--- src/rtl/pipe_hazard_ctrl_pkg.sv ---
// hazard_pkg: shared types for the pipeline hazard controller.
// Holds the FSM state encoding, the hazard-cause enum (debug visibility)
// and the mapping from a resolved cause to the per-stage stall/flush set.
package hazard_pkg;

  typedef enum logic {
    RUN     = 1'b0,
    LU_WAIT = 1'b1
  } state_e;

  typedef enum logic [2:0] {
    NONE  = 3'd0,
    DMISS = 3'd1,
    LU    = 3'd2,
    TX    = 3'd3,
    IMISS = 3'd4
  } cause_e;

  // One bit per pipeline-register control; field order matches the port list.
  typedef struct packed {
    logic pc;
    logic ifid;
    logic idex;
    logic exmem;
    logic memwb;
    logic idex_flush;
    logic ifid_flush;
  } ctl_t;

  function automatic ctl_t cause_ctl(input cause_e c);
    ctl_t r;
    r = '0;
    case (c)
      // Everything holds; no bubble, the MEM access must complete in place.
      DMISS: begin
        r.pc = 1'b1; r.ifid = 1'b1; r.idex = 1'b1; r.exmem = 1'b1; r.memwb = 1'b1;
      end
      // Hold the consumer in ID and slip a bubble into EX behind the load.
      LU: begin
        r.pc = 1'b1; r.ifid = 1'b1; r.idex_flush = 1'b1;
      end
      // Front end holds; the MEM write and older instructions drain.
      TX: begin
        r.pc = 1'b1; r.ifid = 1'b1; r.idex = 1'b1;
      end
      // Fetch has nothing valid: hold PC and feed a bubble into ID.
      IMISS: begin
        r.pc = 1'b1; r.ifid_flush = 1'b1;
      end
      default: r = '0;
    endcase
    return r;
  endfunction

endpackage

--- src/rtl/pipe_hazard_ctrl_lu_detect.sv ---
// lu_detect: load-use comparator across NUM_SRC ID source operands.
// Ports: ld_ex/st_id qualify, dst_ex vs packed src_id/src_vld -> hit.
// Purely combinational, zero latency, no backpressure of its own.
module lu_detect #(
  parameter int REG_AW   = 4,
  parameter int NUM_SRC  = 2,
  parameter bit ZERO_REG = 1'b1
) (
  input  logic                      ld_ex,
  input  logic                      st_id,
  input  logic [REG_AW-1:0]         dst_ex,
  input  logic [NUM_SRC*REG_AW-1:0] src_id,
  input  logic [NUM_SRC-1:0]        src_vld,
  output logic                      hit
);

  logic match;
  logic dst_ok;

  always_comb begin
    match = 1'b0;
    for (int i = 0; i < NUM_SRC; i++) begin
      if (src_vld[i] && (src_id[i*REG_AW +: REG_AW] == dst_ex)) begin
        match = 1'b1;
      end
    end
  end

  // A hardwired-zero destination never produces a value worth waiting for.
  assign dst_ok = !(ZERO_REG && (dst_ex == '0));

  // Store data in ID is forwarded later, so a store consumer is never a hazard.
  assign hit = ld_ex & ~st_id & match & dst_ok;

endmodule

--- src/rtl/pipe_hazard_ctrl.sv ---
// pipe_hazard_ctrl: per-stage stall/flush generation for the 5-stage core
// (DMISS > load-use > SPART TX full > IMISS), plus load-use bubble FSM,
// miss watchdog with sticky timeout, and saturating stall-cycle counter.
// Ports: cache/SPART status and ID/EX/MEM decode in; five stalls, two flushes,
// timeout and stall_cnt out. Stalls/flushes are same-cycle combinational;
// counters/timeout update on the next edge. Backpressure is this block's output.
module pipe_hazard_ctrl
  import hazard_pkg::*;
#(
  parameter int REG_AW   = 4,
  parameter int NUM_SRC  = 2,
  parameter int LOAD_LAT = 1,
  parameter bit ZERO_REG = 1'b1,
  parameter int TMO_CYC  = 1024,
  parameter int CNT_W    = 16
) (
  input  logic                      clk,
  input  logic                      rst_n,
  input  logic                      mem_op,
  input  logic                      d_hit,
  input  logic                      i_hit,
  input  logic                      ld_ex,
  input  logic                      st_id,
  input  logic [REG_AW-1:0]         dst_ex,
  input  logic [NUM_SRC*REG_AW-1:0] src_id,
  input  logic [NUM_SRC-1:0]        src_vld,
  input  logic                      send,
  input  logic                      tx_full,
  input  logic                      tmo_clr,
  output logic                      pc_stall,
  output logic                      ifid_stall,
  output logic                      idex_stall,
  output logic                      exmem_stall,
  output logic                      memwb_stall,
  output logic                      idex_flush,
  output logic                      ifid_flush,
  output logic                      timeout,
  output logic [CNT_W-1:0]          stall_cnt
);

  localparam int                WD_W   = $clog2(TMO_CYC + 1);
  localparam logic [WD_W-1:0]   WD_MAX = WD_W'(TMO_CYC - 1);
  localparam logic [3:0]        BUB_LD = 4'(LOAD_LAT - 1);

  state_e          state, state_nxt;
  logic [3:0]      bub_cnt, bub_cnt_nxt;
  cause_e          cause;
  ctl_t            ctl;
  logic            lu_hit;
  logic            dmiss;
  logic            is_miss;
  logic [WD_W-1:0] wd_cnt;
  logic            tmo_set;

  lu_detect #(
    .REG_AW   (REG_AW),
    .NUM_SRC  (NUM_SRC),
    .ZERO_REG (ZERO_REG)
  ) u_lu_detect (
    .ld_ex   (ld_ex),
    .st_id   (st_id),
    .dst_ex  (dst_ex),
    .src_id  (src_id),
    .src_vld (src_vld),
    .hit     (lu_hit)
  );

  assign dmiss = mem_op & ~d_hit;

  // State register.
  always_ff @(posedge clk or negedge rst_n) begin
    if (!rst_n) begin
      state   <= RUN;
      bub_cnt <= '0;
    end else begin
      state   <= state_nxt;
      bub_cnt <= bub_cnt_nxt;
    end
  end

  // Next state. A data miss freezes the bubble sequence; a fresh detect
  // (re)loads the remaining bubble count, LU_WAIT counts down to 1 then exits.
  always_comb begin
    state_nxt   = state;
    bub_cnt_nxt = bub_cnt;
    if (!dmiss) begin
      if (lu_hit) begin
        if (LOAD_LAT > 1) begin
          state_nxt   = LU_WAIT;
          bub_cnt_nxt = BUB_LD;
        end
      end else if (state == LU_WAIT) begin
        if (bub_cnt <= 4'd1) begin
          state_nxt   = RUN;
          bub_cnt_nxt = '0;
        end else begin
          bub_cnt_nxt = bub_cnt - 4'd1;
        end
      end
    end
  end

  // Outputs: resolve the winning cause, then expand it to stage controls.
  always_comb begin
    cause = NONE;
    if (dmiss)                          cause = DMISS;
    else if (lu_hit || state == LU_WAIT) cause = LU;
    else if (send && tx_full)           cause = TX;
    else if (!i_hit)                    cause = IMISS;
    ctl = cause_ctl(cause);
  end

  assign pc_stall    = ctl.pc;
  assign ifid_stall  = ctl.ifid;
  assign idex_stall  = ctl.idex;
  assign exmem_stall = ctl.exmem;
  assign memwb_stall = ctl.memwb;
  assign idex_flush  = ctl.idex_flush;
  assign ifid_flush  = ctl.ifid_flush;

  // Watchdog counts consecutive cycles whose resolved cause is a miss and
  // parks at its terminal value so a long miss keeps re-asserting the set.
  assign is_miss = (cause == DMISS) || (cause == IMISS);
  assign tmo_set = is_miss && (wd_cnt == WD_MAX);

  always_ff @(posedge clk or negedge rst_n) begin
    if (!rst_n) begin
      wd_cnt  <= '0;
      timeout <= 1'b0;
    end else begin
      if (!is_miss)              wd_cnt <= '0;
      else if (wd_cnt != WD_MAX) wd_cnt <= wd_cnt + 1'b1;
      // Set beats clear so a timeout landing on the clear cycle is not lost.
      if (tmo_set)      timeout <= 1'b1;
      else if (tmo_clr) timeout <= 1'b0;
    end
  end

  always_ff @(posedge clk or negedge rst_n) begin
    if (!rst_n) begin
      stall_cnt <= '0;
    end else if (ctl.pc && (stall_cnt != '1)) begin
      stall_cnt <= stall_cnt + 1'b1;
    end
  end

endmodule

--- config.mk ---
export PLATFORM = sky130hd
export DESIGN_NAME = pipe_hazard_ctrl
export DESIGN_NICKNAME = d
export VERILOG_FILES = /design/src/rtl/pipe_hazard_ctrl_pkg.sv /design/src/rtl/pipe_hazard_ctrl_lu_detect.sv /design/src/rtl/pipe_hazard_ctrl.sv
export SDC_FILE = /design/constraint.sdc
export NUM_CORES = 1
export LEC_CHECK = 0
export ABC_AREA = 1
export CAP_MARGIN = 20
export CORE_MARGIN = 2
export CORE_UTILIZATION = 50
export DETAILED_ROUTE_END_ITERATION = 6
export PLACE_DENSITY_LB_ADDON = 0.08
export SYNTH_ARGS = -nofsm -noshare
export SYNTH_HDL_FRONTEND = slang
export SYNTH_SLANG_ARGS = --single-unit
--- constraint.sdc ---
create_clock -name clk -period 2.3 [get_ports clk]
set_clock_uncertainty 0.05 [all_clocks]
set_input_delay 0.345 -clock clk [delete_from_list [all_inputs] [get_ports clk]]
set_output_delay 0.345 -clock clk [all_outputs]
set_load 0.1 [all_outputs]
-- Word level (Yosys, flattened, before mapping)
Index checks and enable logic that the tools add are counted.
- bitwise operators: 8
- reductions and logical operators: 15
- add/subtract/negate cells: 3
- order comparisons: 1
- multiplexer cells: 19
- eq/ne operators: 10
- operators with widths (operator ; count):
    11-bit two-way mux ; 2
    16-bit by 1-bit adder with 16-bit output, second input constant ; 1
    16-bit inequality test, second input constant ; 1
    3-bit two-way mux ; 4
    11-bit by 1-bit adder with 11-bit output, second input constant ; 1
    11-bit by 10-bit == test with 1-bit output, second input constant ; 1
    1-bit two-way mux ; 11
    11-bit by 10-bit inequality test with 1-bit output, second input constant ; 1
    4-bit == test ; 2
    3-bit by 2-bit == test with 1-bit output, second input constant ; 2
    1-bit logical AND ; 5
    1-bit bitwise AND ; 4
    4-bit by 1-bit <= comparator with 1-bit output, second input constant ; 1
    4-bit logical NOT ; 1
    4-bit two-way mux ; 1
    1-bit inverter ; 4
    4-bit OR reduction ; 1
    4-bit by 1-bit subtractor with 4-bit output, second input constant ; 1
    3-bit by 1-bit == test with 1-bit output, second input constant ; 1
    3-bit == test, second input constant ; 1
    3-bit AND reduction ; 1
    3-bit OR reduction ; 1
    1-bit logical OR ; 2
    2-bit two-way mux ; 1
    5 further kinds ; 5
- input bits: 24
- word-level logic and storage cells: 61
- bits in registers: 33

-- Depth between registers and ports, before layout
Gate-level depths: netlist of run 1.
- depth in word-level cells: 13
- mapped depth: 12

-- Hierarchy
From an unflattened synthesis of run 1, not the netlist that was laid out.
- cells, all modules: 296
- area, all modules: 2083.2 um2
- modules (own cells, without submodules) (module ; instances ; area an instance (um2) ; cells each ; seq. area each (um2)):
    pipe_hazard_ctrl ; 1 ; 1924.3 ; 261 ; 825.8
    lu_detect ; 1 ; 158.9 ; 35 ; 0.0

-- Worst setup path after synthesis of run 1
Ideal clock, no wire load.
- path type: input port to output port
- from: input mem_op
- to: output ifid_flush
- cell stages on the path: 5
- arrival: 3549 ps
- setup slack: -1644 ps
- data required time: 1905 ps
- cells stage by stage: inv_1 nor2_1 nor2_1 nand3_1 nor2_1
- cells in the longest elaborated chain, start to end: 4
- RTL lines (item ; RTL line ; RTL):
    from (decl) ; pipe_hazard_ctrl.sv:19 ; input logic mem_op,
    1-bit bitwise AND ; pipe_hazard_ctrl.sv:68 ; assign dmiss = mem_op & ~d_hit;
    3-bit two-way mux ; pipe_hazard_ctrl.sv:106 ; if (dmiss) cause = DMISS;
    3-bit == test ; pipe_hazard_ctrl_pkg.sv:33 ; case (c)
    1-bit two-way mux ; pipe_hazard_ctrl_pkg.sv:33 ;
    to (decl) ; pipe_hazard_ctrl.sv:36 ; output logic ifid_flush,
No other way between the ends.

-- Worst setup path in the final report of run 1
- from: input dst_ex[3]
- to: output ifid_flush
- cells in the longest elaborated chain, start to end: 11
- elaborated cells between the ends (all ways): 15
- RTL lines (item ; RTL line ; RTL):
    from (decl) ; pipe_hazard_ctrl.sv:24 ; input logic [REG_AW-1:0] dst_ex,
    4-bit == test ; pipe_hazard_ctrl_lu_detect.sv:23 ; if (src_vld[i] && (src_id[i*REG_AW +: REG_AW] == dst_ex)) begin
    1-bit logical AND ; pipe_hazard_ctrl_lu_detect.sv:23 ;
    1-bit two-way mux (2 in a row) ; pipe_hazard_ctrl_lu_detect.sv:23 ;
    1-bit bitwise AND ; pipe_hazard_ctrl_lu_detect.sv:33 ; assign hit = ld_ex & ~st_id & match & dst_ok;
    1-bit bitwise AND (*) ; pipe_hazard_ctrl_lu_detect.sv:33 ;
    1-bit logical OR (*) ; pipe_hazard_ctrl.sv:107 ; else if (lu_hit || state == LU_WAIT) cause = LU;
    3-bit two-way mux (*) ; pipe_hazard_ctrl.sv:107 ;
    3-bit two-way mux (*) ; pipe_hazard_ctrl.sv:106 ;
    3-bit == test (*) ; pipe_hazard_ctrl_pkg.sv:33 ;
    1-bit two-way mux (*) ; pipe_hazard_ctrl_pkg.sv:33 ;
Every way passes the cells marked *; elsewhere a longest branch is shown, timed or not.

==> summary.md, run 1 <==
| Metric | Value |
|---|---|
| # port buffers | 47 |
| CTS tree | yes |
| Synth-to-layout area growth | 32.9% |
| Initial detailed-routing violation count | 116 |
| Post-Place Cell Area | 2760 um2 |
| Antenna cell count | 0 |
| Final Hold Vio Count | 0 |
| Power per cell area | 823 nW/um2 |
| Placer congestion estimate | 0.906 |
| I/O pin count | 48 |
| Post_cts resized | 0 |
| Post-CTS Setup Inserts | 0 |
| Fillers | 345 |
| Crit. End Element | output pin |
| Layout cells sized above 1 | 15.4% |
| Max Used Layer | met4 |
| Metal-1 WL | 2220 um |
| Die W | approximately 70 um |
| Initial antenna violation count | 0 |
| Hold Buf Count CTS | 0 |
| Largest cells by area after synthesis | dfrtp_1, nand2_1, nand3_1 |
| WL final | 4970 um |
| CTS root buf | clkbuf_8 |
| Cell Area, Synth | 2170 um2 |
| Slew Limit Fails | 0 |
| Final std cells w/o fill | 406 |
| Clock latency on the worst-skew pair | 0.29 ns |
| Sequential fraction of the synthesis area | between 30% and 40% |
| Maxcap violations | 0 |
| Via count | 2086 |
| Max VDD drop | 0.982 mV |
| Cell taking the most area after synthesis | dfrtp_1 |
| CTS max path bufs | 2 |
| Dpl ws | 0.0653 ns |
| Post-route cell area | ~2900 um2 |
| Row count | 23 |
| Total power | 2370 uW |
| Worst relative slew slack | between 70% and 80% |
| CORE AREA | 4090 um2 |
| DIE AREA | ~4900 um2 |
| Syn Area/Cell | 7.20 um2 |
| Detail Route Antenna Nets | 0 |
| Cells after Synth | 301 |
| Critical Path RT | 1.90 ns |
| Final worst path period need | 2.18 ns |
| Sequential Area | 828 um2 |
| Max FO, Critical Path | 7 |
| Part of the cycle the worst path needs | 94.6% |
| Crit path launch type | input port |
| Synth top area share | 38.1% |
| Post-detail-place hpwl | 3790 um |
| Fin util | 70.5% |
| Metal2 WL | between 2000 and 2500 um |
| Critical Path AT | 1.78 ns |
| RSZ-0062 raised after global routing | no |
| Area taken by multi-input logic gates | 1200 um2 |
| Critical path type | input port to output pin |
| Leakage | 0.00144 uW |
| WL/cell | 12.2 um |
| Placed instance count | a little under 400 |
| Drt via density | between 5 and 6 |
| Endpoints failing setup | 0 |
| Least-Margin Pin Slew | 0.438 ns |
| All-Layer GR Usage | 22.4% |
| Die height | about 70 um |
| Clock-pin slew on the worst setup and hold paths | 0.07 ns |
| Initial core utilization | 53.0% |
| Distinct cell type count after synthesis | 28 |
| Fin nets | around 380 |
| Met3 WL | between 200 and 300 um |
| Status | completed |
| Synth Net Count | 329 |
| Vias in the first global route | just over 2000 |
| Largest net degree at the start of global routing | 34 |
| Clock sink count | 33 |
| Worst min path class | input port to asynchronous set/reset pin |
| Max Clk Rate | 459 MHz |
| DRC | 0 |
| Cts bufs inserted | 5 |
| First-pass iteration count of the detailed router | 4 |
| CTS H-Tree Depth | 2 |
| Register bit total from synthesis | 33 |
| Grt ovf | 0 |
| Number of synthesis warnings | 0 |
| Post-route setup slack | 0.123 ns |
| First-pass GRT wire length | 8860 um |
-- power by group --
group | internal [uW] | leakage [uW] | switching, uW
Clock | 353 | 0.0000585 | 221
Combinational | 288 | 0.000934 | 717
Sequential | 672 | 0.000444 | 117
-- cells in the final DEF (no fill, tap or decap), types with 2 or more instances in the layout --
master / instances
dfrtp_2: 2
nor2_4: 2
nand2_1: 96
nand2_4: 2
nor4_1: 3
nor3_2: 2
inv_1: 35
dfrtp_1: 31
nand4_4: 2
nand3_1: 40
xor2_1: 15
clkdlybuf4s50_1: 22
buf_4: 21
xnor2_1: 4
o21ai_0: 5
ha_1: 4
clkbuf_8: 6
nor2_1: 27
nand4_1: 4
inv_2: 3
nor3_1: 10
nand3_2: 2
buf_12: 7
-- layer usage --
layer | track usage [%] | vias up
met5 | 0 | -
met2 | 38.2 | 48
met3 | 6.10 | 8
met1 | 27.4 | 962
met4 | 7.26 | 0
li1 | - | 1068
-- cells in the mapped netlist (all sizes together) --
library cell / number
nor4: 5
nor3: 12
o21ai: 5
nand3: 42
nor2: 30
xnor2: 4
ha: 4
inv: 38
xor2: 15
a31oi: 1
dfrtp: 33
or2: 1
buf: 4
a21oi: 2
nand4: 6
nand2: 98
a21boi: 1
-- per-stage QoR --
stage / hold WS, ns / setup TNS (ns)
after floorplan: -0.000591 / -0.149
after global placement: 0.460 / 0
after detailed placement: 0.460 / 0
after CTS: 0.422 / 0
after global routing: 0.449 / 0
final: 0.401 / 0
-- kinds of logic (layout without fill, tap and decap cells) --
kind of cell / after synthesis / in the layout / share of synthesized area [%]
compound gates: 9 / 9 / 2.25
simple gates: 194 / 194 / 41.7
flops: 33 / 33 / 38.1
buf+inv: 42 / 97 / 7.91
xor+xnor: 19 / 19 / 7.68
fa+ha+maj: 4 / 4 / 2.31
-- flip-flops by register name, indices dropped and copies added, names as in the netlist --
name,flops
wd_cnt,11
state,1
bub_cnt,4
timeout,1
stall_cnt,16
-- worst max-delay path, stage by stage --
cell and delay (ns):
clkdlybuf4s50_1 0.46, inv_1 0.10, nand2_1 0.05, nand2_1 0.05, nor2_1 0.04, nand3_1 0.07, nand2_1 0.08, nand2_4 0.11
nand3_2 0.13, nor2_4 0.16, buf_12 0.18
-- path summary, 6_finish.rpt --
kind                         startpoint           end  slack [ns]  depth (start not counted)
min in group clk             bub_cnt[3]    bub_cnt[3]        0.48                          2
min                               rst_n     wd_cnt[4]        0.40                          2
max                           dst_ex[3]    ifid_flush        0.12                         11
max reg2reg                stall_cnt[0]  stall_cnt[3]        0.37                          7
min reg2reg                  bub_cnt[3]    bub_cnt[3]        0.48                          2
max in group asynchronous         rst_n  stall_cnt[1]        1.47                          2
-- cell type report --
type,count,share of cell area [%]
Sequential cell,33,28.8
Clock buffer,7,3.00
Clock inverter,1,1.04
Inverter,38,4.95
Tap cell,50,2.17
Timing Repair Buffer,51,18.4
Multi-Input combinational cell,226,41.6
No activity file was read; power rests on OpenSTA's default activity.
==> run 2, diff against run 1 <==
CAP_MARGIN = not set   (was 20)
==> results of run 2 <==
Same layout as run 1: the final DEF is identical, and so are final timing and power.
==> variant 1: new RTL, config.mk and constraints of run 1 <==
`ZERO_REG` is set to 1'b1 in 2 places; all go to 1'b0.
--- a/src/rtl/pipe_hazard_ctrl_lu_detect.sv
+++ b/src/rtl/pipe_hazard_ctrl_lu_detect.sv
@@ -5,5 +5,5 @@
   parameter int REG_AW   = 4,
   parameter int NUM_SRC  = 2,
-  parameter bit ZERO_REG = 1'b1
+  parameter bit ZERO_REG = 1'b0
 ) (
   input  logic                      ld_ex,
--- a/src/rtl/pipe_hazard_ctrl.sv
+++ b/src/rtl/pipe_hazard_ctrl.sv
@@ -11,5 +11,5 @@
   parameter int NUM_SRC  = 2,
   parameter int LOAD_LAT = 1,
-  parameter bit ZERO_REG = 1'b1,
+  parameter bit ZERO_REG = 1'b0,
   parameter int TMO_CYC  = 1024,
   parameter int CNT_W    = 16
Behaviour: not the same (Yosys sat finds a counterexample within 4 cycles, from zero or initial values and one cycle with rst_n low).
==> variant 1 against run 1 <==
Global-route usage fell by 2.7 points. Critical path type unchanged. Combinational power fell by 5%. Final cell count fell by 3.0%. Via count fell by 7.6%. Final area fell by 3.5%. Sequential cell count did not move. Count of clock-buffer cells in the layout fell by 1. Clock power fell by 27%. Area after synthesis fell by 1.9%. Setup slack got worse by 0.0057 ns. Total power fell by 8.1%. Wire length fell by 13%.
==> variant 1: results (changes against run 1) <==
metric,value,unit,change
switching_power,1.010,mW,-4.3%
use_met1,25.05,%,-2.3 points
ff2ff_setup_slack,0.52,ns,+0.15 ns
drive_gt1_share,15.12,%,-0.33 points
p_total,2.177,mW,-8.1%
slowest_delay,0.51,ns,+0.05 ns
met2_usage,31.73,%,-6.5 points
p_seq,0.796,mW,+0.9%
timing.rr.end,stall_cnt[9],,
met3_usage,4.942,%,-1.2 points
synth-seq-area-share,38.85,%,+0.74 points
path_delay_family,simple AND/OR/NAND/NOR gates,,
grt_antenna_before_repair,0,,unchanged
synthCells,289,,-4.0%
drt-met1-wl,2.091,mm,-5.9%
max-slew-margin-rel,70.72,%,+0.25 points
status,completed,,
place.gp.congestion,0.8883,,-2.0%
synthTopCellsByCount,"84 x nand2_1, 39 x nand3_1, 36 x inv_1",,
vdd_drop_max,0.6135,mV,-38%
vias,1928,,-7.6%
stdcell_count,394,,-3.0%
drtIter0Drc,112,,-3.4%
ys.flop_type,dfrtp_1,,
wl_met3,245,um,-12%
ant_nets,0,,unchanged
grt_usage,19.70,%,-2.7 points
cts_buffer_depth,2,,unchanged
synth_area_leaders,"dfrtp_1 39%, nand2_1 15%, nand3_1 9.2%",,
synth-xor-area-share,7.828,%,+0.15 points
ys_types,28,,unchanged
reg2regPathDepth,9,,+2
synthesis.nets,317,,-3.6%
htree_levels,2,,unchanged
totalWireLength,4.339,mm,-13%
grt_pass1_vias,1817,,-9.8%
crit_start,dst_ex[2],,
detailedPlace.worstSlack,0.08062,ns,+0.01527 ns
place_area,2690,um^2,-2.4%
nets,371,,-3.1%
fp.coreArea,4058,um^2,-0.70%
wl_met2,1.922,mm,-19%
dpl.hpwl,3.311,mm,-13%
grt_pass1_wl,7.797,mm,-12%
## variant 1: cell types whose count changed in the layout (fill, tap and decap cells not counted), moves of 2 or more
cell / change
nand2_1: -12
nor2_1: +6
nor3_1: -3
clkinv_2: +2
nand3_1: -2
nor3_2: -2
nor3_4: +2
o21ai_0: +2
xnor2_1: +2
xor2_1: -2
## variant 1: layout make-up
| class | instances | area (um^2) |
|---|---|---|
| fillers | 345 | 1280 |
| multi-input cells | 213 | 1130 |
| flip-flops and latches | 33 | 828.3 |
| repair buffers | 51 | 528.0 |
| inverters | 39 | 146.4 |
| clock buffers | 6 | 72.57 |
| well taps | 50 | 62.56 |
| clock inverters | 2 | 10.01 |
## variant 1: timing repair
action / 4_1_cts / 5_1_grt
endpoints found under the setup margin: 0 / 3
resized for setup: 0 / 1
buffers inserted: 0 / 0
==> variant 2: new RTL, config.mk and constraints of run 1 <==
Without the edit above. Put one more register stage on the output `stall_cnt`, cleared by the reset. The value now appears one clock later. The other outputs are not delayed to match. Comments in the files are not updated.
--- a/src/rtl/pipe_hazard_ctrl.sv
+++ b/src/rtl/pipe_hazard_ctrl.sv
@@ -42,4 +42,6 @@
   localparam logic [WD_W-1:0]   WD_MAX = WD_W'(TMO_CYC - 1);
   localparam logic [3:0]        BUB_LD = 4'(LOAD_LAT - 1);
+
+  logic [CNT_W-1:0] stall_cnt_s0;
 
   state_e          state, state_nxt;
@@ -139,7 +141,15 @@
   always_ff @(posedge clk or negedge rst_n) begin
     if (!rst_n) begin
+      stall_cnt_s0 <= '0;
+    end else if (ctl.pc && (stall_cnt_s0 != '1)) begin
+      stall_cnt_s0 <= stall_cnt_s0 + 1'b1;
+    end
+  end
+
+  always_ff @(posedge clk or negedge rst_n) begin
+    if (!rst_n) begin
       stall_cnt <= '0;
-    end else if (ctl.pc && (stall_cnt != '1)) begin
-      stall_cnt <= stall_cnt + 1'b1;
+    end else begin
+      stall_cnt <= stall_cnt_s0;
     end
   end
Behaviour: not the same (Yosys sat finds a counterexample within 4 cycles, from zero or initial values and one cycle with rst_n low).
==> variant 2 against run 1 <==
Total power up 7.9%. Count of clock-buffer cells in the layout fell by 2. Sequential cell count up 16. Largest cell class is now flip-flops and latches. Non-clock buffer count unchanged. Highest routed layer unchanged. Die area grew 14%. Setup slack worse by 0.041 ns. Wire length grew 2.6%. Area after synthesis is 15% higher. Final area grew 12%.
==> variant 2: results (changes against run 1) <==
metric,value,unit,change
nets,384,,+0.26%
post-place-cells,416,,+4.5%
drive_gt1_share,14.57,%,-0.88 points
synthesis.nets,331,,+0.61%
wl_met3,191,um,-31%
seq_cell_count,49,,+48%
switching_power,0.9520,mW,-9.8%
grt_pass1_vias,2033,,+0.89%
totalWireLength,5.093,mm,+2.6%
vdd_drop_max,0.7620,mV,-22%
slowest_delay,0.51,ns,+0.05 ns
grt_max_degree,50,,+47%
multi_input_area_share,35.19,%,-6.4 points
synthTopCellsByCount,"88 x nand2_1, 49 x dfrtp_1, 37 x nor2_1",,
place_area,3082,um^2,+12%
ys_types,25,,-11%
n_fill_cell,404,,+17%
synth_area_leaders,"dfrtp_1 49%, nand2_1 13%, nand3_1 7.0%",,
grt_pass1_wl,9.011,mm,+1.7%
arrival,1.82,ns,+0.04 ns
clock_latency,0.31,ns,+0.02 ns
met3_usage,5.691,%,-0.41 points
met2_usage,38.05,%,-0.15 points
first_pass_iters,5,,+1
path_delay_family,simple AND/OR/NAND/NOR gates,,
buffer_area_share,16.24,%,-2.2 points
status,completed,,
multi_input_gates,216,,-4.4%
nonClockInverterCount,33,,-13%
synth-xor-area-share,7.754,%,+0.075 points
cts.repair.resized,1,,+1
p_leak,1.625,nW,+13%
dpl.hpwl,3.848,mm,+1.4%
synthCells,303,,+0.66%
synth-seq-area-share,49.35,%,+11 points
clockNetworkAreaShare,4.254,%,+0.21 points
place.gp.congestion,0.9049,,-0.15%
p_seq,1.05,mW,+33%
[variant 2: worst reg2reg max path, cell delays in order, from the launching register on]
cell	delay (ns)
dfrtp_1	0.45
ha_1	0.27
nand3_2	0.16
nor2_4	0.16
nand2_2	0.08
nor2_4	0.12
nand4_4	0.25
nand2_4	0.29
nand2_1	0.09
nand2_1	0.06
[variant 2: path summary, 6_finish.rpt]
kind	start	end	slack, ns	depth (start not counted)
max in group asynchronous	rst_n	stall_cnt[3]	1.73	2
max	dst_ex[3]	ifid_flush	0.08	10
min in group clk	stall_cnt_s0[13]	stall_cnt[13]	0.39	0
max reg2reg	stall_cnt_s0[0]	stall_cnt_s0[11]	0.28	9
min reg2reg	stall_cnt_s0[13]	stall_cnt[13]	0.39	0
min	rst_n	bub_cnt[0]	0.05	2
[variant 2: logic make-up after synthesis]
kind of cell	Yosys count
XOR/XNOR	22
buffers and inverters	38
AO/OA/AOI/OAI	12
adder cells (fa/ha/maj)	4
AND/OR/NAND/NOR	178
flip-flops	49
